$ cat config.mk
export PLATFORM = sky130hd
export DESIGN_NAME = system_crossbar_rr
export DESIGN_NICKNAME = d
export VERILOG_FILES = /design/src/rtl/system_crossbar_rr.sv
export SDC_FILE = /design/constraint.sdc
export NUM_CORES = 2
export LEC_CHECK = 0
export ABC_CLOCK_PERIOD_IN_PS = 54800
export CORE_AREA = 2 2 525 527
export DETAILED_ROUTE_END_ITERATION = 7
export DIE_AREA = 0 0 527 529
export GPL_ROUTABILITY_DRIVEN = 0
export HOLD_SLACK_MARGIN = 0.12
export PLACE_DENSITY = 0.53
export SYNTH_ARGS = -nofsm -noshare
export SYNTH_HDL_FRONTEND = slang
export SYNTH_SLANG_ARGS = --single-unit
$ cat constraint.sdc
create_clock -name clk -period 54.8 [get_ports clk]
set_input_delay 5.48 -clock clk [delete_from_list [all_inputs] [get_ports clk]]
set_output_delay 5.48 -clock clk [all_outputs]
set_load 0.02 [all_outputs]
$ cat src/rtl/system_crossbar_rr.sv
// system_crossbar_rr: registered master/slave crossbar. Each slave has its own
// IDLE/BUSY/RESP FSM with two-class round-robin arbitration. Misses in the
// address map get a decode-error response, and stalled slaves get a timeout.
module system_crossbar_rr #(
  parameter int NUM_MASTERS    = 9,
  parameter int NUM_SLAVES     = 4,
  parameter int ADDR_WIDTH     = 32,
  parameter int DATA_WIDTH     = 32,
  parameter int ID_WIDTH       = 4,
  parameter logic [NUM_SLAVES*ADDR_WIDTH-1:0] SLAVE_BASE =
    {32'h3000_0000, 32'h2000_0000, 32'h1000_0000, 32'h0000_0000},
  parameter logic [NUM_SLAVES*ADDR_WIDTH-1:0] SLAVE_MASK =
    {32'hFFFF_0000, 32'hFFFF_0000, 32'hFFFF_0000, 32'hF000_0000},
  parameter logic [NUM_MASTERS-1:0] HI_PRIO_MASK = 9'h1FE,
  parameter int TIMEOUT_CYCLES = 256
) (
  input  logic                             clk,
  input  logic                             rst,
  input  logic [NUM_MASTERS-1:0]           m_req,
  input  logic [NUM_MASTERS-1:0]           m_we,
  input  logic [NUM_MASTERS*ADDR_WIDTH-1:0] m_addr,
  input  logic [NUM_MASTERS*DATA_WIDTH-1:0] m_wdata,
  input  logic [NUM_MASTERS*ID_WIDTH-1:0]   m_id,
  output logic [NUM_MASTERS-1:0]           m_ack,
  output logic [NUM_MASTERS-1:0]           m_err,
  output logic [NUM_MASTERS*DATA_WIDTH-1:0] m_rdata,
  output logic [NUM_SLAVES-1:0]            s_req,
  output logic [NUM_SLAVES-1:0]            s_we,
  output logic [NUM_SLAVES*ADDR_WIDTH-1:0] s_addr,
  output logic [NUM_SLAVES*DATA_WIDTH-1:0] s_wdata,
  output logic [NUM_SLAVES*ID_WIDTH-1:0]   s_id,
  input  logic [NUM_SLAVES-1:0]            s_ack,
  input  logic [NUM_SLAVES*DATA_WIDTH-1:0] s_rdata
);

  localparam int MW = (NUM_MASTERS > 1) ? $clog2(NUM_MASTERS) : 1;
  localparam int SW = (NUM_SLAVES > 1) ? $clog2(NUM_SLAVES) : 1;
  localparam int CW = $clog2(TIMEOUT_CYCLES);
  localparam logic [CW-1:0] CNT_LAST = CW'(TIMEOUT_CYCLES - 1);
  localparam logic [MW-1:0] MST_LAST = MW'(NUM_MASTERS - 1);

  typedef enum logic [1:0] {ST_IDLE, ST_BUSY, ST_RESP} state_t;

  state_t                           r_state [NUM_SLAVES];
  logic [MW-1:0]                    r_ptr   [NUM_SLAVES];
  logic [MW-1:0]                    r_win   [NUM_SLAVES];
  logic [CW-1:0]                    r_cnt   [NUM_SLAVES];
  logic [NUM_SLAVES-1:0]            r_s_req, r_s_we;
  logic [NUM_SLAVES*ADDR_WIDTH-1:0] r_s_addr;
  logic [NUM_SLAVES*DATA_WIDTH-1:0] r_s_wdata;
  logic [NUM_SLAVES*ID_WIDTH-1:0]   r_s_id;
  logic [NUM_MASTERS-1:0]           r_m_ack, r_m_err, r_dack, r_cool;
  logic [NUM_MASTERS*DATA_WIDTH-1:0] r_m_rdata;

  logic [NUM_MASTERS-1:0]           w_hit;
  logic [SW-1:0]                    w_sel   [NUM_MASTERS];
  logic [NUM_MASTERS-1:0]           w_reqv  [NUM_SLAVES];
  logic [NUM_MASTERS-1:0]           w_elig  [NUM_SLAVES];
  logic [NUM_SLAVES-1:0]            w_gnt, w_done, w_tmo;
  logic [MW-1:0]                    w_gidx  [NUM_SLAVES];
  logic [NUM_MASTERS-1:0]           w_derr, w_ack_nxt, w_err_nxt;
  logic [NUM_MASTERS*DATA_WIDTH-1:0] w_rdata_nxt;

  assign s_req   = r_s_req;
  assign s_we    = r_s_we;
  assign s_addr  = r_s_addr;
  assign s_wdata = r_s_wdata;
  assign s_id    = r_s_id;
  assign m_ack   = r_m_ack;
  assign m_err   = r_m_err;
  assign m_rdata = r_m_rdata;

  // Address decode: scan from the top so the lowest matching slave wins.
  always_comb begin
    for (int m = 0; m < NUM_MASTERS; m++) begin
      w_hit[m] = 1'b0;
      w_sel[m] = '0;
      for (int s = NUM_SLAVES - 1; s >= 0; s--) begin
        if ((m_addr[m*ADDR_WIDTH +: ADDR_WIDTH] & SLAVE_MASK[s*ADDR_WIDTH +: ADDR_WIDTH])
            == SLAVE_BASE[s*ADDR_WIDTH +: ADDR_WIDTH]) begin
          w_hit[m] = 1'b1;
          w_sel[m] = SW'(s);
        end
      end
    end
  end

  // Per-slave arbitration: the high class shadows the low class, then round-robin from ptr.
  always_comb begin
    int v_idx;
    v_idx = 0;
    for (int s = 0; s < NUM_SLAVES; s++) begin
      w_reqv[s] = '0;
      w_gnt[s]  = 1'b0;
      w_gidx[s] = '0;
      for (int m = 0; m < NUM_MASTERS; m++)
        w_reqv[s][m] = m_req[m] & w_hit[m] & (w_sel[m] == SW'(s));
      w_elig[s] = (|(w_reqv[s] & HI_PRIO_MASK)) ? (w_reqv[s] & HI_PRIO_MASK)
                                                 : (w_reqv[s] & ~HI_PRIO_MASK);
      for (int k = 0; k < NUM_MASTERS; k++) begin
        v_idx = int'(r_ptr[s]) + k;
        if (v_idx >= NUM_MASTERS) v_idx = v_idx - NUM_MASTERS;
        if (!w_gnt[s] && w_elig[s][v_idx]) begin
          w_gnt[s]  = 1'b1;
          w_gidx[s] = MW'(v_idx);
        end
      end
    end
  end

  // Next master response: at most one source per master (one slave or the decode-error path).
  always_comb begin
    w_ack_nxt   = '0;
    w_err_nxt   = '0;
    w_rdata_nxt = '0;
    w_done      = '0;
    w_tmo       = '0;
    w_derr      = '0;
    for (int s = 0; s < NUM_SLAVES; s++) begin
      w_done[s] = (r_state[s] == ST_BUSY) && s_ack[s];
      w_tmo[s]  = (r_state[s] == ST_BUSY) && !s_ack[s] && (r_cnt[s] == CNT_LAST);
      for (int m = 0; m < NUM_MASTERS; m++) begin
        if ((w_done[s] || w_tmo[s]) && (r_win[s] == MW'(m))) begin
          w_ack_nxt[m] = 1'b1;
          w_err_nxt[m] = w_tmo[s];
          if (w_done[s])
            w_rdata_nxt[m*DATA_WIDTH +: DATA_WIDTH] = s_rdata[s*DATA_WIDTH +: DATA_WIDTH];
        end
      end
    end
    for (int m = 0; m < NUM_MASTERS; m++) begin
      w_derr[m] = m_req[m] & ~w_hit[m] & ~r_dack[m] & ~r_cool[m];
      if (w_derr[m]) begin
        w_ack_nxt[m] = 1'b1;
        w_err_nxt[m] = 1'b1;
      end
    end
  end

  // Per-slave FSM: grant and latch the payload, hold it while busy, then one response cycle.
  always_ff @(posedge clk or posedge rst) begin
    if (rst) begin
      for (int s = 0; s < NUM_SLAVES; s++) begin
        r_state[s] <= ST_IDLE;
        r_ptr[s]   <= '0;
        r_win[s]   <= '0;
        r_cnt[s]   <= '0;
      end
      r_s_req   <= '0;
      r_s_we    <= '0;
      r_s_addr  <= '0;
      r_s_wdata <= '0;
      r_s_id    <= '0;
    end else begin
      for (int s = 0; s < NUM_SLAVES; s++) begin
        case (r_state[s])
          ST_IDLE: begin
            if (w_gnt[s]) begin
              r_s_req[s]                             <= 1'b1;
              r_s_we[s]                              <= m_we[w_gidx[s]];
              r_s_addr[s*ADDR_WIDTH +: ADDR_WIDTH]   <= m_addr[w_gidx[s]*ADDR_WIDTH +: ADDR_WIDTH];
              r_s_wdata[s*DATA_WIDTH +: DATA_WIDTH]  <= m_wdata[w_gidx[s]*DATA_WIDTH +: DATA_WIDTH];
              r_s_id[s*ID_WIDTH +: ID_WIDTH]         <= m_id[w_gidx[s]*ID_WIDTH +: ID_WIDTH];
              r_win[s]   <= w_gidx[s];
              r_ptr[s]   <= (w_gidx[s] == MST_LAST) ? '0 : w_gidx[s] + 1'b1;
              r_cnt[s]   <= '0;
              r_state[s] <= ST_BUSY;
            end
          end
          ST_BUSY: begin
            if (w_done[s] || w_tmo[s]) begin
              r_s_req[s] <= 1'b0;
              r_state[s] <= ST_RESP;
            end else begin
              r_cnt[s] <= r_cnt[s] + 1'b1;
            end
          end
          ST_RESP: r_state[s] <= ST_IDLE;
          default: r_state[s] <= ST_IDLE;
        endcase
      end
    end
  end

  // Registered master responses; decode errors get one blocking cycle and one cooldown cycle.
  always_ff @(posedge clk or posedge rst) begin
    if (rst) begin
      r_m_ack   <= '0;
      r_m_err   <= '0;
      r_m_rdata <= '0;
      r_dack    <= '0;
      r_cool    <= '0;
    end else begin
      r_m_ack   <= w_ack_nxt;
      r_m_err   <= w_err_nxt;
      r_m_rdata <= w_rdata_nxt;
      r_dack    <= w_derr;
      r_cool    <= r_dack;
    end
  end

endmodule

==> impl_metrics.tcl <==
set metrics [dict create \
    min_period_ps 13690 \
    critical_path_required_ps 55400 \
    syn-cell-area_sq_um 64900 \
    fmax_mhz 73.0 \
    crit_family "simple AND/OR/NAND/NOR gates" \
    initial_core_util_pct 23.8 \
    h-tree-depth 3 \
    post-route-util_pct 31.2 \
    synth-seq-cells 676 \
    clock_sinks 676 \
    cp.buffers_inverters 4 \
    async_flop_share_pct 100 \
    critPathLaunch "m_addr[177]" \
    status "complete, but fails checks" \
    post-route-drc-count 37 \
    worstPathMaxFanout 104 \
    ctsLongestPathBuffers 3 \
    vias 80600 \
    num_rows 192 \
    dieHeight_um 529 \
    drt_iter0_drc 12300 \
    r2r_start "r_ptr[9]" \
    yosysSeqAreaShare_pct 26.1 \
    period_share_pct 25.0 \
    yosys.area.top_type "dfrtp_1" \
    dpl.hpwl_um 330000 \
    end_kind "register" \
    grt_max_degree 123 \
    routed_wl_um 449000 \
    cts-resized-gates 0 \
    seq_area_sq_um 16900 \
    crit_cells 19 \
    layout_commonest_cell "nand2_1" \
    timing.critical_path.to "s_id[6]" \
    synth-simple-area-share_pct 25.2 \
    die_x_um 527 \
    nNetsFinal 10400 \
    final_layout_size_suffix_gt1_share_pct 7.26 \
    worstSetupPathType "in -> reg" \
    grt_pass1_vias 74900 \
    gr-total-overflow 0 \
    crit_top_cell "mux2i_1" \
    tightest_slew_ps 1620 \
    hp-class "reg -> reg" \
    via_per_inst 6.05 \
    setup_violations 0 \
    synth.area.mux_share_pct 12.8 \
    synthAdderAreaFrac_pct 1.91 \
    reg2reg_depth 19 \
    grt_pass1_wl_um 611000 \
    portBuffers 1349 \
    dr.pass1.iters 8 \
    slew_headroom_pct -9.47 \
    gr-usage-all-layers_pct 30.5 \
    post-cts-setup-buffer-count 0 \
    ios 1350 \
    synth_top_family_by_area "compound AO/OA/AOI/OAI gates" \
    drt-wirelength-per-cell_um 33.7 \
    syn_inst 8742 \
    r2r_end "s_id[6]" \
    cts_tree "done" \
    finalHoldViolations 0 \
    cts_buffers 91 \
    synthTopCellsByArea "dfrtp_1 26%, mux2i_1 10%, nand2_1 8.3%" \
    skew_ps 116 \
    maxCapViolations 3 \
    path_cells "clkdlybuf4s50_1 > nor4_2 > nand4_1 > nor2_1 > nor2_1 > a31o_2 > a222oi_1 > mux2i_1 > and4_1 > a211o_1 > a22o_2 > clkinv_8 > buf_4 > buf_4 > mux2i_1 > mux2i_1 > a221oi_1 > o21bai_1 > o21ai_1" \
    antenna_found_initial 141 \
    synth_nets 9605 \
    rsz0062_at_grt "no" \
    clk_pin_slew_ps 60 \
    cp_slowest_stage_delay_ps 890 \
    violations "design-rule violations, max-capacitance violations, max-slew violations" \
    synth_edf_count 0 \
    core_region_area_sq_um 273000 \
    cts-root-buf "clkbuf_16" \
    synth-xor-area-share_pct 1.58 \
    timing.hold.ws_ps 375 \
    synth_compound_area_share_pct 26.7 \
    antenna_left 0 \
    startpoint_type "input port" \
    synth_top_area_share_pct 26.1 \
    clkLatencyLatePin_ps 800 \
    slowest_stage "buf_4" \
    ys.flop_type "dfrtp_1" \
    cp.arrival_ps 14290 \
    synth_cell_types 125 \
    tns_ps 0 \
    hold_buffers 0 \
    syn_avg_cell_area_sq_um 7.43 \
    die_area_sq_um 279000 \
    final_cell_mix "1419 x nand2_1, 1349 x clkdlybuf4s50_1, 743 x o21ai_0" \
    multi_input_comb_area_sq_um 45000 \
    fillerInstances 28800 \
    slew_violations 8 \
    ys_warn_count 0 \
    area_growth_pct 31.3 \
    regToRegSetupSlack_ps 44610 \
]
metrics by stage:
| stage | std cells | cell area, sq um | setup WS, ps |
|---|---|---|---|
| 6_report | 13300 | 85300 | 41110 |
| 2_1_floorplan | 8742 | 64900 | 30370 |
| 3_5_place_dp | 13100 | 81600 | 40750 |
| 5_1_grt | 13300 | 85200 | 41040 |
| 4_1_cts | 13200 | 85000 | 41570 |
| 3_3_place_gp | 13100 | 81600 | 41040 |
final cells by class:
class,instances,area share (%)
multi-input cells,7178,52.7
clock inverters,42,0.920
inverters,97,0.462
well taps,3589,5.27
clock buffers,127,3.09
diodes,91,0.267
flip-flops and latches,676,19.8
repair buffers,1523,17.4
registers in the layout (all words and copies together) (netlist names):
signal and count:
s_wdata 128, r_cool 9, m_err 9, s_req 4
s_id 16, r_state 8, r_win 16, r_dack 9
m_ack 9, s_we 4, r_cnt 32, s_addr 128
r_ptr 16, m_rdata 288
Yosys cell counts (122+ instances only):
library cell  count
and3_1          148
nor3_1          122
mux2i_1         664
nand2_1        1428
or3_1           133
clkbuf_1        526
a21oi_1         658
nand3_1         313
dfrtp_1         676
o21ai_0         745
nor2_1          675
a22oi_1         311
cells by family (layout without fill, tap and decap cells):
| kind of cell | after synthesis | count (layout) |
|---|---|---|
| other | 0 | 91 |
| multiplexers | 798 | 798 |
| flip-flops | 676 | 676 |
| AND/OR/NAND/NOR | 3453 | 3453 |
| AO/OA/AOI/OAI | 2711 | 2711 |
| buffers and inverters | 888 | 1789 |
| adder cells (fa/ha/maj) | 99 | 99 |
| XOR/XNOR | 117 | 117 |
worst min-delay path by stage:
stage,from,cells after the start,to
after floorplan,r_dack[4],0,r_cool[4]
after global placement,r_dack[4],0,r_cool[4]
after detailed placement,r_dack[6],0,r_cool[6]
after CTS,r_dack[6],0,r_cool[6]
after global routing,r_dack[1],0,r_cool[1]
final,r_dack[7],0,r_cool[7]
layer usage:
layer | wire (um) | GRT usage (%) | up-vias
met5 | 378 | 0 | -
met4 | 47500 | 27.0 | 62
met3 | 50100 | 8.65 | 1667
met2 | 192000 | 46.2 | 6519
met1 | 159000 | 35.2 | 38600
li1 | - | - | 33800
worst reg2reg max path, delay by kind of cell, from the launching register on:
kind	cells	cell delay (ps)
adder cells (fa/ha/maj)	1	620
AND/OR/NAND/NOR	1	190
AO/OA/AOI/OAI	9	4350
buffers and inverters	5	3250
multiplexers	3	990
flip-flops	1	670
Power is left out: the tool's default activity adds up to more than one toggle a clock period on the data nets, which glitch-free logic cannot reach.
